<file path="config.mk">
export PLATFORM = sky130hd
export DESIGN_NAME = alu_ctl_seq_flat
export DESIGN_NICKNAME = d
export VERILOG_FILES = /design/src/rtl/alu_ctl_seq_if.sv /design/src/rtl/alu_ctl_seq.sv /design/src/flat_wrapper.sv
export SDC_FILE = /design/constraint.sdc
export NUM_CORES = 1
export LEC_CHECK = 0
export CAP_MARGIN = 10
export CORE_MARGIN = 8
export CORE_UTILIZATION = 53
export DETAILED_ROUTE_END_ITERATION = 16
export GPL_ROUTABILITY_DRIVEN = 0
export PLACE_DENSITY_LB_ADDON = 0.15
export SLEW_MARGIN = 10
export SYNTH_ARGS = -nofsm -noshare
export SYNTH_HDL_FRONTEND = slang
export SYNTH_SLANG_ARGS = --single-unit
</file>
<file path="constraint.sdc">
create_clock -name clk -period 5.1 [get_ports clk]
set_input_delay 0.765 -clock clk [delete_from_list [all_inputs] [get_ports clk]]
set_output_delay 0.765 -clock clk [all_outputs]
set_load 0.005 [all_outputs]
</file>
<file path="src/rtl/alu_ctl_seq_if.sv">
// alu_ctl_seq request/response bundle.
// master drives requests and out_ready; slave is the decoder.
interface alu_ctl_seq_if #(
  parameter int OP_W    = 4,
  parameter int FUNCT_W = 6,
  parameter int CTL_W   = 4
);
  logic               in_valid;
  logic               in_ready;
  logic [OP_W-1:0]    alu_op;
  logic [FUNCT_W-1:0] func_code;
  logic               out_valid;
  logic               out_ready;
  logic [CTL_W-1:0]   out_ctl;
  logic               out_muldiv;
  logic               busy;
  logic               illegal;

  modport master (
    output in_valid,
    output alu_op,
    output func_code,
    output out_ready,
    input  in_ready,
    input  out_valid,
    input  out_ctl,
    input  out_muldiv,
    input  busy,
    input  illegal
  );

  modport slave (
    input  in_valid,
    input  alu_op,
    input  func_code,
    input  out_ready,
    output in_ready,
    output out_valid,
    output out_ctl,
    output out_muldiv,
    output busy,
    output illegal
  );
endinterface

</file>
<file path="src/rtl/alu_ctl_seq.sv">
// Registered ALU control decoder with mult/div sequencing.
// ALU_CTL_STICKY_ERR_EN adds err_sticky (set on accepted illegal).
module alu_ctl_seq #(
  parameter int OP_W        = 4,
  parameter int FUNCT_W     = 6,
  parameter int CTL_W       = 4,
  parameter int MULT_CYCLES = 4,
  parameter int DIV_CYCLES  = 8
) (
  input  logic clk,
  input  logic rst_n,
`ifdef ALU_CTL_STICKY_ERR_EN
  output logic err_sticky,
`endif
  alu_ctl_seq_if.slave bus
);

  typedef enum logic {IDLE, BUSY} state_t;

  localparam logic [7:0] MC = 8'(MULT_CYCLES - 2);
  localparam logic [7:0] DC = 8'(DIV_CYCLES - 2);

  state_t      state;
  logic [7:0]  cnt;
  logic        dv;
  logic [3:0]  d_code;
  logic        d_md;
  logic        d_ill;
  logic [31:0] op32;
  logic [31:0] f32;
  logic        xfer;

  assign op32 = 32'(bus.alu_op);
  assign f32  = 32'(bus.func_code);

  assign bus.in_ready = (state == IDLE) &&
                        (!bus.out_valid || bus.out_ready);
  assign xfer = bus.in_valid && bus.in_ready;

  always_comb begin
    d_code = 4'd15;
    d_md   = 1'b0;
    d_ill  = 1'b0;
    unique case (1'b1)
      (op32 == 32'd0): d_code = 4'd2;
      (op32 == 32'd1): d_code = 4'd6;
      (op32 == 32'd3): d_code = 4'd2;
      (op32 == 32'd4): d_code = 4'd7;
      (op32 == 32'd5): d_code = 4'd0;
      (op32 == 32'd6): d_code = 4'd1;
      (op32 == 32'd7): d_code = 4'd11;
      (op32 == 32'd2): begin
        unique case (1'b1)
          (f32 == 32'd0),
          (f32 == 32'd2),
          (f32 == 32'd8),
          (f32 == 32'd43): d_code = 4'd15;
          (f32 == 32'd32),
          (f32 == 32'd33): d_code = 4'd2;
          (f32 == 32'd34),
          (f32 == 32'd35): d_code = 4'd6;
          (f32 == 32'd36): d_code = 4'd0;
          (f32 == 32'd37): d_code = 4'd1;
          (f32 == 32'd39): d_code = 4'd12;
          (f32 == 32'd42): d_code = 4'd7;
          (f32 == 32'd24),
          (f32 == 32'd25): begin
            d_code = 4'd13;
            d_md   = 1'b1;
          end
          (f32 == 32'd26),
          (f32 == 32'd27): begin
            d_code = 4'd14;
            d_md   = 1'b1;
          end
          default: d_ill = 1'b1;
        endcase
      end
      default: d_ill = 1'b1;
    endcase
  end

  always_ff @(posedge clk or negedge rst_n) begin
    if (!rst_n) begin
      state          <= IDLE;
      cnt            <= '0;
      dv             <= 1'b0;
      bus.out_valid  <= 1'b0;
      bus.out_ctl    <= '0;
      bus.out_muldiv <= 1'b0;
      bus.busy       <= 1'b0;
      bus.illegal    <= 1'b0;
    end else begin
      unique case (state)
        IDLE: begin
          if (xfer && d_md) begin
            // funct bit 1 separates div (26/27) from mult (24/25)
            state         <= BUSY;
            bus.busy      <= 1'b1;
            dv            <= bus.func_code[1];
            cnt           <= bus.func_code[1] ? DC : MC;
            bus.out_valid <= 1'b0;
          end else if (xfer) begin
            bus.out_valid  <= 1'b1;
            bus.out_ctl    <= CTL_W'(d_code);
            bus.out_muldiv <= 1'b0;
            bus.illegal    <= d_ill;
          end else if (bus.out_ready) begin
            bus.out_valid <= 1'b0;
          end
        end
        BUSY: begin
          if (cnt == 8'd0) begin
            state          <= IDLE;
            bus.busy       <= 1'b0;
            bus.out_valid  <= 1'b1;
            bus.out_ctl    <= CTL_W'(dv ? 4'd14 : 4'd13);
            bus.out_muldiv <= 1'b1;
            bus.illegal    <= 1'b0;
          end else begin
            cnt <= cnt - 8'd1;
          end
        end
        default: state <= IDLE;
      endcase
    end
  end

`ifdef ALU_CTL_STICKY_ERR_EN
  always_ff @(posedge clk or negedge rst_n) begin
    if (!rst_n)
      err_sticky <= 1'b0;
    else if (xfer && d_ill)
      err_sticky <= 1'b1;
  end
`endif

endmodule

</file>
<file path="src/flat_wrapper.sv">
// flat-port wrapper written by rule: the top's interface ports become plain ports
module alu_ctl_seq_flat 
#(
  parameter int OP_W        = 4,
  parameter int FUNCT_W     = 6,
  parameter int CTL_W       = 4,
  parameter int MULT_CYCLES = 4,
  parameter int DIV_CYCLES  = 8
)
  (clk, rst_n, bus_in_valid, bus_alu_op, bus_func_code, bus_out_ready, bus_in_ready, bus_out_valid, bus_out_ctl, bus_out_muldiv, bus_busy, bus_illegal);
  alu_ctl_seq_if #(.OP_W(OP_W), .FUNCT_W(FUNCT_W), .CTL_W(CTL_W)) bus_i ();
  input  logic clk;
  input  logic rst_n;
  input wire logic [$bits(bus_i.in_valid)-1:0] bus_in_valid;
  input wire logic [$bits(bus_i.alu_op)-1:0] bus_alu_op;
  input wire logic [$bits(bus_i.func_code)-1:0] bus_func_code;
  input wire logic [$bits(bus_i.out_ready)-1:0] bus_out_ready;
  output wire logic [$bits(bus_i.in_ready)-1:0] bus_in_ready;
  output wire logic [$bits(bus_i.out_valid)-1:0] bus_out_valid;
  output wire logic [$bits(bus_i.out_ctl)-1:0] bus_out_ctl;
  output wire logic [$bits(bus_i.out_muldiv)-1:0] bus_out_muldiv;
  output wire logic [$bits(bus_i.busy)-1:0] bus_busy;
  output wire logic [$bits(bus_i.illegal)-1:0] bus_illegal;
  assign bus_i.in_valid = bus_in_valid;
  assign bus_i.alu_op = bus_alu_op;
  assign bus_i.func_code = bus_func_code;
  assign bus_i.out_ready = bus_out_ready;
  assign bus_in_ready = bus_i.in_ready;
  assign bus_out_valid = bus_i.out_valid;
  assign bus_out_ctl = bus_i.out_ctl;
  assign bus_out_muldiv = bus_i.out_muldiv;
  assign bus_busy = bus_i.busy;
  assign bus_illegal = bus_i.illegal;
  alu_ctl_seq #(.OP_W(OP_W), .FUNCT_W(FUNCT_W), .CTL_W(CTL_W), .MULT_CYCLES(MULT_CYCLES), .DIV_CYCLES(DIV_CYCLES)) u_core (.clk(clk), .rst_n(rst_n), .bus(bus_i));
endmodule
</file>
After elaboration in Yosys (flattened, before gate mapping)
Index checks and enable logic that the tools add are counted.
- register bits after elaboration: 18
- bits of input ports: 14
- output and inout bits: 9
- word-level logic and storage cells: 91
- $add $sub $neg: 1
- eq/ne operators: 28
- mux-type cells: 32
- bitwise logic cells: 1
- reduce and logical (&&, ||, !) cells: 21
- operators by type and width (operator ; number):
    32-bit logical NOT ; 2
    6-bit == test, second input constant ; 9
    4-bit one-hot mux with 8 select lines ; 1
    4-bit one-hot mux with 7 select lines ; 1
    6-bit by 5-bit == test with 1-bit output, second input constant ; 4
    4-bit by 3-bit == test with 1-bit output, second input constant ; 4
    8-bit two-way mux ; 2
    8-bit one-hot mux with 2 select lines ; 1
    16-bit OR reduction ; 1
    1-bit two-way mux ; 15
    4-bit two-way mux ; 3
    1-bit one-hot mux with 2 select lines ; 6
    2-bit OR reduction ; 5
    4-bit by 2-bit == test with 1-bit output, second input constant ; 2
    8-bit logical NOT ; 1
    2-bit inequality test, second input constant ; 4
    4-bit one-hot mux with 2 select lines ; 1
    2-bit AND reduction ; 4
    8-bit by 1-bit subtractor with 8-bit output, second input constant ; 1
    7-bit OR reduction ; 1
    6-bit by 2-bit == test with 1-bit output, second input constant ; 1
    6-bit by 4-bit == test with 1-bit output, second input constant ; 1
    4-bit by 1-bit == test with 1-bit output, second input constant ; 1
    4-bit by 3-bit inequality test with 1-bit output, second input constant ; 1
    9 further kinds ; 11

Depth between registers and ports, before layout
Gate-level depths: netlist (run 1).
- word-level depth: 7
- depth in mapped cells: 8
- depth with buffers taken out: 7

Worst setup path before layout (run 1)
Ideal clock, no wire load.
- kind: input port to flip-flop
- from: in bus_alu_op[2]
- to: reg u_core.bus.out_ctl[1]
- library setup time: 0.125 ns
- data arrival time: 1.940 ns
- data required time: 4.975 ns
- path slack: 3.035 ns
- cell stages on the path: 6
- buffers on the path: 2
- cell sequence: clkbuf_1 nor2_1 and3_1 buf_6 o21ai_2 mux2_2
- cells in the longest elaborated chain, start to end: 6
- elaborated cells on any way between the ends: 17
- classes of those cells: eq/ne (8); mux (5); reduce/logical (4)
- ends and longest elaborated chain (what ; RTL line ; source):
    start: declaration ; flat_wrapper.sv:15 ; input wire logic [$bits(bus_i.alu_op)-1:0] bus_alu_op;
    32-bit logical NOT / 4-bit by 2-bit == test with 1-bit output (equally long branches) ; alu_ctl_seq.sv:45, alu_ctl_seq.sv:47 ;
    2-bit OR reduction (no source line) ; -- ;
    4-bit one-hot mux with 7 select lines ; alu_ctl_seq.sv:44 ; unique case (1'b1)
    4-bit two-way mux ; alu_ctl_seq.sv:103 ; end else if (xfer) begin
    4-bit two-way mux ; alu_ctl_seq.sv:96 ; if (xfer && d_md) begin
    4-bit one-hot mux with 2 select lines ; alu_ctl_seq.sv:94 ; unique case (state)
    end signal: assignment ; alu_ctl_seq.sv:105 ; bus.out_ctl <= CTL_W'(d_code);
    end signal: assignment ; alu_ctl_seq.sv:117 ; bus.out_ctl <= CTL_W'(dv ? 4'd14 : 4'd13);
    end: declaration ; alu_ctl_seq_if.sv:39 ; output out_ctl,
Parallel ways exist; a longest one is shown, timed or not. The select of a mux whose other input is x is not followed.
A chain may end at the register's enable or synchronous reset.

Worst setup path after layout (run 1)
- from: in bus_out_ready
- to: out bus_in_ready
- cells in the longest elaborated chain, start to end: 2
- ends and longest elaborated chain (what ; RTL line ; source):
    start: declaration ; flat_wrapper.sv:17 ; input wire logic [$bits(bus_i.out_ready)-1:0] bus_out_ready;
    1-bit logical OR ; alu_ctl_seq.sv:37 ; (!bus.out_valid || bus.out_ready);
    1-bit logical AND ; alu_ctl_seq.sv:36 ; assign bus.in_ready = (state == IDLE) &&
    end: declaration ; flat_wrapper.sv:18 ; output wire logic [$bits(bus_i.in_ready)-1:0] bus_in_ready;
No other way between the ends.

==> results of run 1 <==
## report_power, final
group | internal (µW) | switching (µW) | total (µW)
logic | 57.4 | 53.0 | 110
registers | 169 | 25.2 | 194
clock network | 43.5 | 43.0 | 86.6
## layout make-up
class | count | area (µm²) | area share, %
inverter | 8 | 30.03 | 2.218
timing repair buffer | 22 | 220.2 | 16.27
tap | 27 | 33.78 | 2.495
clock buffer | 4 | 36.28 | 2.680
multi-input combinational | 92 | 583.1 | 43.07
sequential | 18 | 450.4 | 33.27
## cell usage in the layout, fill, tap and decap left out, drive strengths merged, types with 3 or more instances in the layout
| cell | n |
|---|---|
| xor2 | 3 |
| a21oi | 11 |
| o21ai | 13 |
| clkdlybuf4s50 | 22 |
| nor2 | 15 |
| clkbuf | 4 |
| nand2 | 5 |
| dfrtp | 18 |
| a21o | 3 |
| inv | 8 |
| a31oi | 3 |
## registers in the layout, indices dropped and copies added, names as in the netlist
register	cells
u_core.bus.illegal	1
u_core.bus.out_muldiv	1
u_core.dv	1
u_core.bus.busy	1
u_core.bus.out_ctl	4
u_core.state	1
u_core.bus.out_valid	1
u_core.cnt	8
## stage by stage
step	util, %	hold slack (ps)	total power [µW]
after floorplan	-	469.4	257.3
after global placement	67.16	476.4	302.1
after detailed placement	67.16	486.0	308.3
after CTS	69.01	509.9	395.0
after global routing	69.01	538.8	417.7
final	69.01	510.3	391.2
## how the worst max path moves through the flow
stage | from | end | slack, ps | cells past startpoint
after floorplan | bus_alu_op[2] | u_core.bus.out_ctl[1]$_DFFE_PN0P_ | 3040 | 6
after global placement | bus_out_ready | bus_in_ready | 2430 | 3
after detailed placement | bus_out_ready | bus_in_ready | 2410 | 3
after CTS | bus_out_ready | bus_in_ready | 2410 | 3
after global routing | bus_out_ready | bus_in_ready | 2370 | 3
final | bus_out_ready | bus_in_ready | 2410 | 3
## cells by family after synthesis
family	count (synthesis)	share of synthesized area, %
compound gates	42	24.12
xor+xnor	5	4.001
fa+ha+maj	2	2.285
buf+inv	12	5.599
flops	18	41.14
mux	2	1.943
simple gates	41	20.91
## per-layer routing
layer  global-route usage (%)  routed length, µm  share of wire, %
met2                    24.03               1200                48
met1                    17.48               1102                44
met5                        0                  0                 0
met3                    5.428                172               6.9
met4                    3.896                 21              0.84
==> key figures, run 1 <==
Cells and area
  • Fill cells: between 150 and 200
  • Finished Layout Cells: 171
  • Area Overhead vs Synth: 23.66%
  • Fraction of layout cells with a size suffix above 1: 6.250%
  • NumNets Final: 161
  • Final Cell Area: approximately 0.0014 mm²
  • Antenna diodes: 0

Floorplan
  • DIE AREA: approximately 0.0038 mm²
  • Die W: roughly 60 µm
  • Chip Height: 61.45 µm
  • Io pins: 23
  • Core area: 0.001962 mm²
  • Initial Utilization: between 50% and 60%
  • Site Rows: 16

STA
  • Actual slew at the worst max-slew pin: ~760 ps
  • Final hold violations: 0
  • Final setup vio count: 0
  • RSZ-0062 raised after global routing: no
  • Relative slew slack: around half
  • FMAX: between 0.3 and 0.4 GHz
  • Worst Skew: around 3.9 ps
  • Setup TNS: 0 ps
  • Tmin final: ~2700 ps
  • Setup WS post-layout: between 2000 and 2500 ps
  • Max-slew violations: 0
  • Fin crit share: ~53%

Drt
  • Post-route ant nets: 0
  • Number of DRC markers in iteration 0: 19
  • Number of remaining DRC errors: 0
  • Routed wire length: between 2000 and 2500 µm
  • First-pass DRT Iterations: 4
  • Via count: about 970
  • Wirelength per Cell: 14.60 µm
  • Post-DR vias/cell: 5.643

Logic synthesis
  • Most common cell in the netlist: dfrtp_1
  • Yosys warns: 0
  • Mapped cell area: approximately 0.0011 mm²
  • Syn Nets: 138
  • Synth Instances: about 120
  • Synthesized flop and latch total: 18
  • Synth Flop Type: dfrtp_1
  • Synth top cells by count: dfrtp_1, nor2_1, o21ai_0, a21oi_1, inv_1
  • Post-synth EDFFs: 0
  • Synth area leaders: dfrtp_1, o21ai_0, nor2_1
  • Post-synth top area share: between 40% and 50%
  • Library cells used by synthesis: 42
  • Post-synthesis sequential area ratio: between 40 and 50%
  • Asr flop ratio synth: 100.0%
  • Mean post-synth cell area: between 8 and 9 µm²
  • Cell accounting for the most synthesized area: dfrtp_1

CTS
  • Worst-path clk slew: 100 ps
  • Hold_buf cts: 0
  • CTS H-tree lvls: 1
  • Postcts setup bufs: 0
  • CTS buffer count: 3
  • Sink Count: 18
  • TritonCTS clock tree: yes
  • Max clock buf depth: 2
  • Clk Latency, worst-skew pair: 290 ps
  • Clock tree root buffer cell: clkbuf_4
  • Resized Gates After CTS: 0

Critical path
  • R2R Setup Slk: around 3100 ps
  • Most common cell on crit path: clkdlybuf4s50_1
  • Crit path max-delay family: buffers and inverters
  • R2r endpoint: u_core.bus.out_ctl[1]$_DFFE_PN0P_
  • Setup crit start kind: input port
  • CP Max Fanout: 3
  • CP max stage delay: about 500 ps
  • CP required: 4340 ps
  • WP buf/inv: 2
  • CP cell instances: clkdlybuf4s50_1 -> o21a_1 -> clkdlybuf4s50_1
  • RR Startpoint: u_core.cnt[0]$_DFFE_PN0P_
  • CP Capture Type: output port
  • Crit Path Category: input port to output port
  • R2r worst-path depth: 6
  • Worst Path Arrival: slightly below 2000 ps
  • Crit-path slowest cell: clkdlybuf4s50_1

Placed design
  • Pre-CTS WS: roughly 2400 ps
  • IO buf count: 22
  • Final HPWL DP: 1972 µm
  • Placed inst area: roughly 0.0013 mm²
  • Placed cell count: ~170

Global routing
  • Pin count of the biggest net entering global routing: 19
  • GRT overflow: 0
  • Vias in the first global route: roughly 930
  • Gr usage total: between 10% and 20%
  • Antenna violations before repair: 0
  • First-pass GRT wire length: ~4200 µm

Worst hold path
  • Hold endpoint: u_core.bus.busy$_DFFE_PN0P_
  • Hold Startpoint: u_core.bus.busy$_DFFE_PN0P_
  • Hold Crit Depth: 1
  • Tightest Hold Check Type: register to register

Pwr
  • P_leak: between 0.0005 and 0.0006 µW
  • Pwr/cell area: between 200 and 300 mW/mm²
  • Peak VDD IR: between 0.0003 and 0.0004 V

Job
  • Max Cap Viol: 0

Outcome
  • Status: completed
Note: power is estimated with default switching activity, not from simulation.
==> run 2, diff against run 1 <==
CORE_UTILIZATION = 50   (was 53)
clock period = 2.69 ns   (was 5.1 ns; I/O delays follow)
==> run 2 against run 1 <==
Compared with the run above:
- hold slack lost 7.3 ps
- die area rose by 4.4%
- global-route usage down 1.9 points
- power grew 89%
- clock power increased by 88%
- first-iteration DRC count is 42% higher
- critical path type is now input port to register
==> key figures, run 2 (same netlist as run 1, synthesis figures left out) <==
Outcome
  • Status: completed

Pwr
  • Cell-internal power: between 500 and 600 µW
  • Sw frac: between 30% and 40%
  • Part of the power in registers: about half
  • Peak VDD IR: between 0.0003 and 0.0004 V
  • Logic gate share of total power: 28.2%
  • Switching power of the nets: around 230 µW
  • P_leak: 0.0005436 µW
  • Pwr/cell area: ~540 mW/mm²
  • Tot Pwr: around 740 µW
  • Clock Power Share: around 22%

STA
  • FMAX: just under 0.5 GHz
  • Worst Skew: around 13 ps
  • Tmin final: roughly 2000 ps
  • RSZ-0062 raised after global routing: no
  • Final setup vio count: 0
  • Actual slew at the worst max-slew pin: slightly below 800 ps
  • Max-slew violations: 0
  • Fin crit share: 75.51%
  • Final hold violations: 0
  • Setup TNS: 0 ps
  • Relative slew slack: 46.82%

Critical path
  • Crit path max-delay family: buffers and inverters
  • Setup crit start kind: input port
  • R2r endpoint: u_core.bus.out_ctl[1]$_DFFE_PN0P_
  • Crit Path Category: input port to register
  • CP Capture Type: register
  • CP required: ~2900 ps
  • CP max stage delay: about 550 ps
  • CP startpoint: bus_func_code[5]
  • CP cell instances: clkdlybuf4s50_1 -> nor3b_1 -> a21oi_1 -> o21ai_0 -> a32oi_1 -> mux2_2
  • Worst Path Arrival: about 2200 ps
  • RR Startpoint: u_core.cnt[0]$_DFFE_PN0P_
  • R2R Setup Slk: a little over 700 ps
  • WP buf/inv: 1
  • R2r worst-path depth: 6
  • CP Max Fanout: 6
  • Crit-path slowest cell: clkdlybuf4s50_1

Cells and area
  • Area Overhead vs Synth: 23.77%
  • Fill cells: 201
  • Commonest non-fill, non-tap cell in the layout: clkdlybuf4s50_1
  • Most frequent cells in the layout: clkdlybuf4s50_1, dfrtp_1, nor2_1, o21ai_0, a21oi_1
  • NumNets Final: about 160
  • Top Registers: u_core.cnt (8), u_core.bus.out_ctl (4)
  • Largest register FFs: 8
  • Reg with most FFs: u_core.cnt
  • Antenna diodes: 0
  • Fraction of layout cells with a size suffix above 1: between 6 and 7%
  • Register area: between 400 and 500 µm²
  • Multi-input gate area: 583.1 µm²

Worst hold path
  • Hold Startpoint: u_core.bus.busy$_DFFE_PN0P_
  • Hold endpoint: u_core.bus.busy$_DFFE_PN0P_
  • Hold Crit Depth: 1
  • Tightest Hold Check Type: register to register

Global routing
  • Antenna violations before repair: 0
  • First-pass GRT wire length: about 4200 µm
  • GRT overflow: 0
  • Met3 Use GR: 1.792%
  • Vias in the first global route: 991
  • Pin count of the biggest net entering global routing: 19
  • Gr usage total: around 13%
  • Met2 GRT Util: 22.77%
  • Met1 usage: 13.11%
  • Global routing's busiest layer: met2

CTS
  • TritonCTS clock tree: yes
  • CTS buffer count: 3
  • Worst-path clk slew: 110 ps
  • Clk Latency, worst-skew pair: slightly below 300 ps
  • Postcts setup bufs: 0
  • Resized Gates After CTS: 0
  • Max clock buf depth: 2
  • Clock tree root buffer cell: clkbuf_4
  • Sink Count: 18
  • CTS H-tree lvls: 1
  • Hold_buf cts: 0

Drt
  • Number of remaining DRC errors: 0
  • Via count: 991
  • Number of DRC markers in iteration 0: 27
  • Post-DR vias/cell: 5.762
  • Post-route ant nets: 0
  • First-pass DRT Iterations: 4
  • Wirelength per Cell: about 14 µm
  • Routed wire length: 2430 µm

Floorplan
  • Site Rows: 17
  • DIE AREA: 0.003943 mm²
  • Io pins: 23
  • Die W: ~63 µm
  • Core area: between 0.002 and 0.0025 mm²
  • Chip Height: about 63 µm
  • Initial Utilization: 50.96%

Placed design
  • IO buf count: 22
  • Final HPWL DP: 1908 µm

Job
  • Max Cap Viol: 0
-- run 2: worst reg2reg max path, cell delays in order (launching register included) --
cell	delay, ps
dfrtp_1	390
inv_1	110
ha_1	150
nor3b_1	380
nand3_1	250
o21ai_2	210
mux2_2	370
-- run 2: how the worst max path moves through the flow --
stage / end / cells past startpoint / slack (ps)
finish: u_core.bus.out_ctl[1]$_DFFE_PN0P_ / 6 / 660
global route: u_core.bus.out_ctl[1]$_DFFE_PN0P_ / 6 / 520
CTS: u_core.bus.out_ctl[1]$_DFFE_PN0P_ / 6 / 650
detailed placement: u_core.bus.out_ctl[1]$_DFFE_PN0P_ / 6 / 360
global placement: u_core.bus.out_ctl[1]$_DFFE_PN0P_ / 6 / 390
floorplan: u_core.bus.out_ctl[1]$_DFFE_PN0P_ / 6 / 950
-- run 2: per-stage QoR --
| step | utilization, % | area [µm²] | setup slack (ps) | hold slack [ps] | std cells |
|---|---|---|---|---|---|
| floorplan | - | 1095 | 946.2 | 107.9 | 122 |
| global placement | 61.39 | 1319 | 389.1 | 482.4 | 168 |
| detailed placement | 61.39 | 1319 | 358.6 | 494.6 | 168 |
| CTS | 63.08 | 1355 | 652.7 | 519.0 | 172 |
| global route | 63.08 | 1355 | 518.9 | 545.0 | 172 |
| finish | 63.08 | 1355 | 658.7 | 503.0 | 172 |
-- run 2: area by class of cell --
class	instances	area share, %
well taps	28	2.585
flip-flops and latches	18	33.24
repair buffers	22	16.25
clock buffers	4	2.678
inverters	8	2.216
multi-input cells	92	43.03
-- run 2: power by group through the flow --
stage | clock network (µW) | logic [µW] | registers (µW)
3_5_place_dp | 0 | 211 | 372
5_1_grt | 176 | 239 | 377
4_1_cts | 168 | 212 | 367
3_3_place_gp | 0 | 206 | 369
2_1_floorplan | 0 | 125 | 363
6_report | 163 | 208 | 367
-- run 2: per-layer routing --
layer  wire [µm]  share of wire [%]
met5           0                  0
met4          78                3.2
met3          79                3.3
met2        1288                 53
met1         984                 40
==> RTL edit 1, RTL diff (flow settings as in run 2) <==
`OP_W` is set to 4 in 3 places; all go to 6.
--- a/src/rtl/alu_ctl_seq_if.sv
+++ b/src/rtl/alu_ctl_seq_if.sv
@@ -1,7 +1,7 @@
 // alu_ctl_seq request/response bundle.
 // master drives requests and out_ready; slave is the decoder.
 interface alu_ctl_seq_if #(
-  parameter int OP_W    = 4,
+  parameter int OP_W    = 6,
   parameter int FUNCT_W = 6,
   parameter int CTL_W   = 4
 );
--- a/src/rtl/alu_ctl_seq.sv
+++ b/src/rtl/alu_ctl_seq.sv
@@ -1,7 +1,7 @@
 // Registered ALU control decoder with mult/div sequencing.
 // ALU_CTL_STICKY_ERR_EN adds err_sticky (set on accepted illegal).
 module alu_ctl_seq #(
-  parameter int OP_W        = 4,
+  parameter int OP_W        = 6,
   parameter int FUNCT_W     = 6,
   parameter int CTL_W       = 4,
   parameter int MULT_CYCLES = 4,
--- a/src/flat_wrapper.sv
+++ b/src/flat_wrapper.sv
@@ -1,7 +1,7 @@
 // flat-port wrapper written by rule: the top's interface ports become plain ports
 module alu_ctl_seq_flat 
 #(
-  parameter int OP_W        = 4,
+  parameter int OP_W        = 6,
   parameter int FUNCT_W     = 6,
   parameter int CTL_W       = 4,
   parameter int MULT_CYCLES = 4,
Interface: changed (resized bus_alu_op); port bits go from 23 to 25. The function was not compared with the original's and may differ.
==> RTL edit 1 against run 2 <==
First-iteration DRC count shrank 15%; worst setup slack worse by 0.036 ns; sequential cell count did not move; wire length up 13%; clock power grew 2%; total power fell by 7.5%; final area is 8.8% higher; via count up 2.4%; synthesized area is 8.3% higher; global-route usage is 1.9 points higher; sequential power decreased by 9.5%; synthesized cell count down 0.82%.
==> RTL edit 1: results (changes against run 2) <==
Status: finished clean
Synth Area per Inst: 9.80 um^2 (+9.2%)
Hold path endpoint: u_core.bus.out_ctl[2]$_DFFE_PN0P_
Setup crit start: bus_out_ready
Dpl cell area: 0.00144 mm^2 (+9.0%)
Met1 usage: 0.187 (+0.0559)
List of most frequent post-synthesis cells: dfrtp_1, nor2_1, nand2_1
Fillers: 185 (-8.0%)
R2R setup slack: 0.65 ns (-0.07 ns)
Overall routed net length: 2740 um (+13%)
Worst r2r dst: u_core.bus.out_ctl[0]$_DFFE_PN0P_
Synth unique cells: 46 (+9.5%)
Final Cycle Share: 0.769 (+0.0134)
Worst Setup EP: bus_in_ready
Syn Nets: 139 (+0.72%)
Pre-CTS WS: 0.400 ns (+0.0418 ns)
Max-slew headroom: 0.469 (+0.000925)
Dpl cells: 169 (+0.60%)
Final HPWL DP: 2160 um (+13%)
CP max FO: 2 (-4)
Area fraction of the dominant cell type after synthesis: 0.380 (-0.0317)
GRT Total Usage: 0.146 (+0.0188)
First-pass GRT wire length: 4910 um (+18%)
Cells on worst reg2reg path: 8 (+2)
Synth area leaders: dfrtp_1, nor2_1, o21ai_0
Register area share after synthesis: 0.380 (-0.0317)
Worst Clk Skew: 0.00165 ns (-0.0115 ns)
Grt met2 use: 0.220 (-0.00781)
IO Port Bufs: 24 (+9.1%)
Arr. time, crit path: 1.66 ns (-0.56 ns)
Avg WL per Cell: 15.8 um (+12%)
==> RTL edit 1: cell count changes after synthesis, moves of 2 or more <==
cell	before	now
a21o_1	3	0
a21oi_1	10	6
and4bb_2	0	2
inv_1	8	5
mux2_4	0	2
nand2_1	5	8
nor3_1	2	4
nor3b_2	0	2
nor4_1	0	2
o21a_1	2	0
o21ai_0	12	7
o21ai_1	0	2
o2bb2ai_1	0	2
or2b_1	2	0
==> RTL edit 1: power groups by stage <==
stage / clock network [uW] / logic [uW] / registers (uW)
after floorplan: 0 / 107 / 330
after global placement: 0 / 177 / 336
after detailed placement: 0 / 184 / 336
after CTS: 173 / 184 / 331
after global routing: 183 / 204 / 338
final: 167 / 183 / 332
==> RTL edit 1: worst register-to-register path: stages, from the launching register on <==
cell,delay (ns)
dfrtp_1,0.41
inv_1,0.10
ha_1,0.15
nor3b_2,0.28
a21boi_4,0.15
a41oi_4,0.27
inv_4,0.11
nor2_8,0.15
mux2_4,0.31
==> RTL edit 1: kinds of logic after synthesis <==
| logic type | count (synthesis) | synth area share |
|---|---|---|
| flops | 18 | 0.380 |
| mux | 4 | 0.0443 |
| buf+inv | 10 | 0.0411 |
| compound gates | 32 | 0.203 |
| simple gates | 48 | 0.259 |
| fa+ha+maj | 2 | 0.0211 |
| xor+xnor | 7 | 0.0517 |
==> RTL edit 1: cell type report <==
cell class              count  area, um^2  area share
multi-input cells          93         687       0.466
clock buffers               4        36.3      0.0246
well taps                  28        35.0      0.0238
repair buffers             24         240       0.163
flip-flops and latches     18         450       0.306
inverters                   6        25.0      0.0170
==> RTL edit 1: routing by layer <==
layer | wire [um] | vias to the layer above | share of wire
met5 | 0 | - | 0
met4 | 36 | 0 | 0.013
met3 | 200 | 5 | 0.073
met2 | 1220 | 31 | 0.45
met1 | 1280 | 487 | 0.47
li1 | - | 492 | -
==> RTL edit 2, RTL diff (config.mk and constraints of run 2) <==
Made on the original files. `DIV_CYCLES` is set to 8 in 2 places; all go to 4.
--- a/src/rtl/alu_ctl_seq.sv
+++ b/src/rtl/alu_ctl_seq.sv
@@ -5,7 +5,7 @@
   parameter int FUNCT_W     = 6,
   parameter int CTL_W       = 4,
   parameter int MULT_CYCLES = 4,
-  parameter int DIV_CYCLES  = 8
+  parameter int DIV_CYCLES  = 4
 ) (
   input  logic clk,
   input  logic rst_n,
--- a/src/flat_wrapper.sv
+++ b/src/flat_wrapper.sv
@@ -5,7 +5,7 @@
   parameter int FUNCT_W     = 6,
   parameter int CTL_W       = 4,
   parameter int MULT_CYCLES = 4,
-  parameter int DIV_CYCLES  = 8
+  parameter int DIV_CYCLES  = 4
 )
   (clk, rst_n, bus_in_valid, bus_alu_op, bus_func_code, bus_out_ready, bus_in_ready, bus_out_valid, bus_out_ctl, bus_out_muldiv, bus_busy, bus_illegal);
   alu_ctl_seq_if #(.OP_W(OP_W), .FUNCT_W(FUNCT_W), .CTL_W(CTL_W)) bus_i ();
Behaviour: not the same (Yosys sat finds a counterexample within 10 cycles, from zero or initial values and one cycle with rst_n low).
==> RTL edit 2 against run 2 <==
Die area increased by 5.2%; synthesized area increased by 7.0%; clock skew decreased by 0.011 ns; final area increased by 7.8%; non-clock buffer count increased by 6; core utilization increased by 3.0 points; sequential cell count unchanged; wire length increased by 17%; worst setup slack got worse by 0.21 ns; critical path type unchanged.
Power is not compared: it rests on default switching activity, and its combinational part moved more than twofold at a synthesized area within 25%.
==> RTL edit 2: results (changes against run 2) <==
Worst hold path type: reg2reg
Worst r2r dst: u_core.bus.out_ctl[3]$_DFFE_PN0P_
Hold depth: 2 (+1)
Fin area: 0.00146 mm^2 (+7.8%)
Mapped Cells: 133 (+9.0%)
Dpl cells: 182 (+8.3%)
Synth unique cells: 48 (+14%)
CP max FO: 6 (unchanged)
Worst-path clk slew: 0.09 ns (-0.02 ns)
Post-synth ARST share: 1.00 (unchanged)
Reg2reg start: u_core.cnt[0]$_DFFE_PN0P_
Number of detailed-route iterations in the first pass: 4 (unchanged)
Post-synth top flop: dfrtp_1
Total number of vias: 1086 (+9.6%)
Pre-CTS WS: 0.139 ns (-0.220 ns)
Share of layout cells above drive strength 1: 0.127 (+0.0649)
Register area share after synthesis: 0.385 (-0.0268)
Post_cts resized: 0 (unchanged)
Worst Clk Skew: 0.00193 ns (-0.0112 ns)
Leakage: 0.000587 uW
Longest Clk Path Bufs: 2 (unchanged)
Initial DRC Count: 37 (+37%)
Synth Area in XOR/XNOR: 0.0449 (+0.00487)
Final HPWL DP: 2200 um (+16%)
Hold Startpoint: u_core.bus.out_ctl[2]$_DFFE_PN0P_
Status: finished clean
Worst vdd ir: 0.000253 V
Hold path endpoint: u_core.bus.out_ctl[2]$_DFFE_PN0P_
Post-CTS Setup Inserts: 0 (unchanged)
Arr. time, crit path: 2.41 ns (+0.19 ns)
R2R setup slack: 0.62 ns (-0.10 ns)
YS warnings: 0 (unchanged)
Non-Filler Instances: 185 (+7.6%)
Fillers: 206 (+2.5%)
Hold Worst Slack: 0.495 ns (-0.00784 ns)
Max-slew headroom: 0.462 (-0.00650)
Adder-cell share of the synthesized area: 0.0214 (-0.00149)
First-pass GRT wire length: 5040 um (+21%)
IO Port Bufs: 22 (unchanged)
Mux contribution to synthesized area: 0.0299 (+0.0105)
Compound-Gate Fraction of Synth Area: 0.214 (-0.0275)
Dpl cell area: 0.00144 mm^2 (+9.1%)
Regs by FF count: u_core.cnt: 8 flops, u_core.bus.out_ctl: 4 flops
GRT Total Usage: 0.147 (+0.0199)
Synth area leaders: dfrtp_1, nor2_1, o21ai_0
Max H-tree Level: 1 (unchanged)
Avg WL per Cell: 15.4 um (+8.7%)
Clk Latency, worst-skew pair: 0.29 ns (about the same)
Setup crit start: bus_alu_op[0]
List of most frequent post-synthesis cells: dfrtp_1, nor2_1, nand2_1
Syn Nets: 149 (+8.0%)
Cells on worst reg2reg path: 7 (+1)
Initial antenna violation count: 0 (unchanged)
Inserted Clock Buffers: 3 (unchanged)
RTL edit 2: cell count changes in the layout (fill, tap and decap cells not counted), moves of 2 or more:
cell / delta
buf_4: +6
or2b_1: -2
a21oi_1: -2
a21o_1: -3
nor4bb_1: +2
nand2_1: +7
nor2_1: +3
o21ai_0: -3
a211oi_1: +2
a221oi_1: -2
RTL edit 2: power breakdown:
group	total, uW	switching (uW)	internal, uW
logic	91.5	42.7	48.7
clock network	130	77.9	52.1
registers	291	8.96	282
RTL edit 2: worst max path at each step:
stage / endpoint / slack, ns / cells past startpoint
2_1_floorplan: u_core.dv$_DFFE_PN0N_ / 0.67 / 4
3_3_place_gp: u_core.dv$_DFFE_PN0N_ / 0.20 / 4
3_5_place_dp: u_core.bus.out_ctl[1]$_DFFE_PN0P_ / 0.14 / 6
4_1_cts: u_core.bus.out_ctl[1]$_DFFE_PN0P_ / 0.45 / 6
5_1_grt: u_core.bus.out_ctl[1]$_DFFE_PN0P_ / 0.29 / 6
6_report: u_core.bus.out_valid$_DFFE_PN0P_ / 0.45 / 5
RTL edit 2: area by class of cell:
type / count / share of cell area
multi-input combinational: 101 / 0.453
sequential: 18 / 0.308
timing repair buffer: 28 / 0.182
inverter: 7 / 0.0180
clock buffer: 3 / 0.0154
tap: 28 / 0.0240
RTL edit 2: critical path: stages:
cell	delay, ns
clkdlybuf4s50_1	0.49
or4b_1	0.63
or4b_4	0.59
a211oi_2	0.24
a21oi_1	0.06
RTL edit 2: layer usage:
layer	share of wire	vias to the layer above	GRT usage
li1	-	536	-
met4	0.0060	0	0.0518
met5	0	-	0
met2	0.46	36	0.236
met3	0.057	2	0.0418
met1	0.47	512	0.183
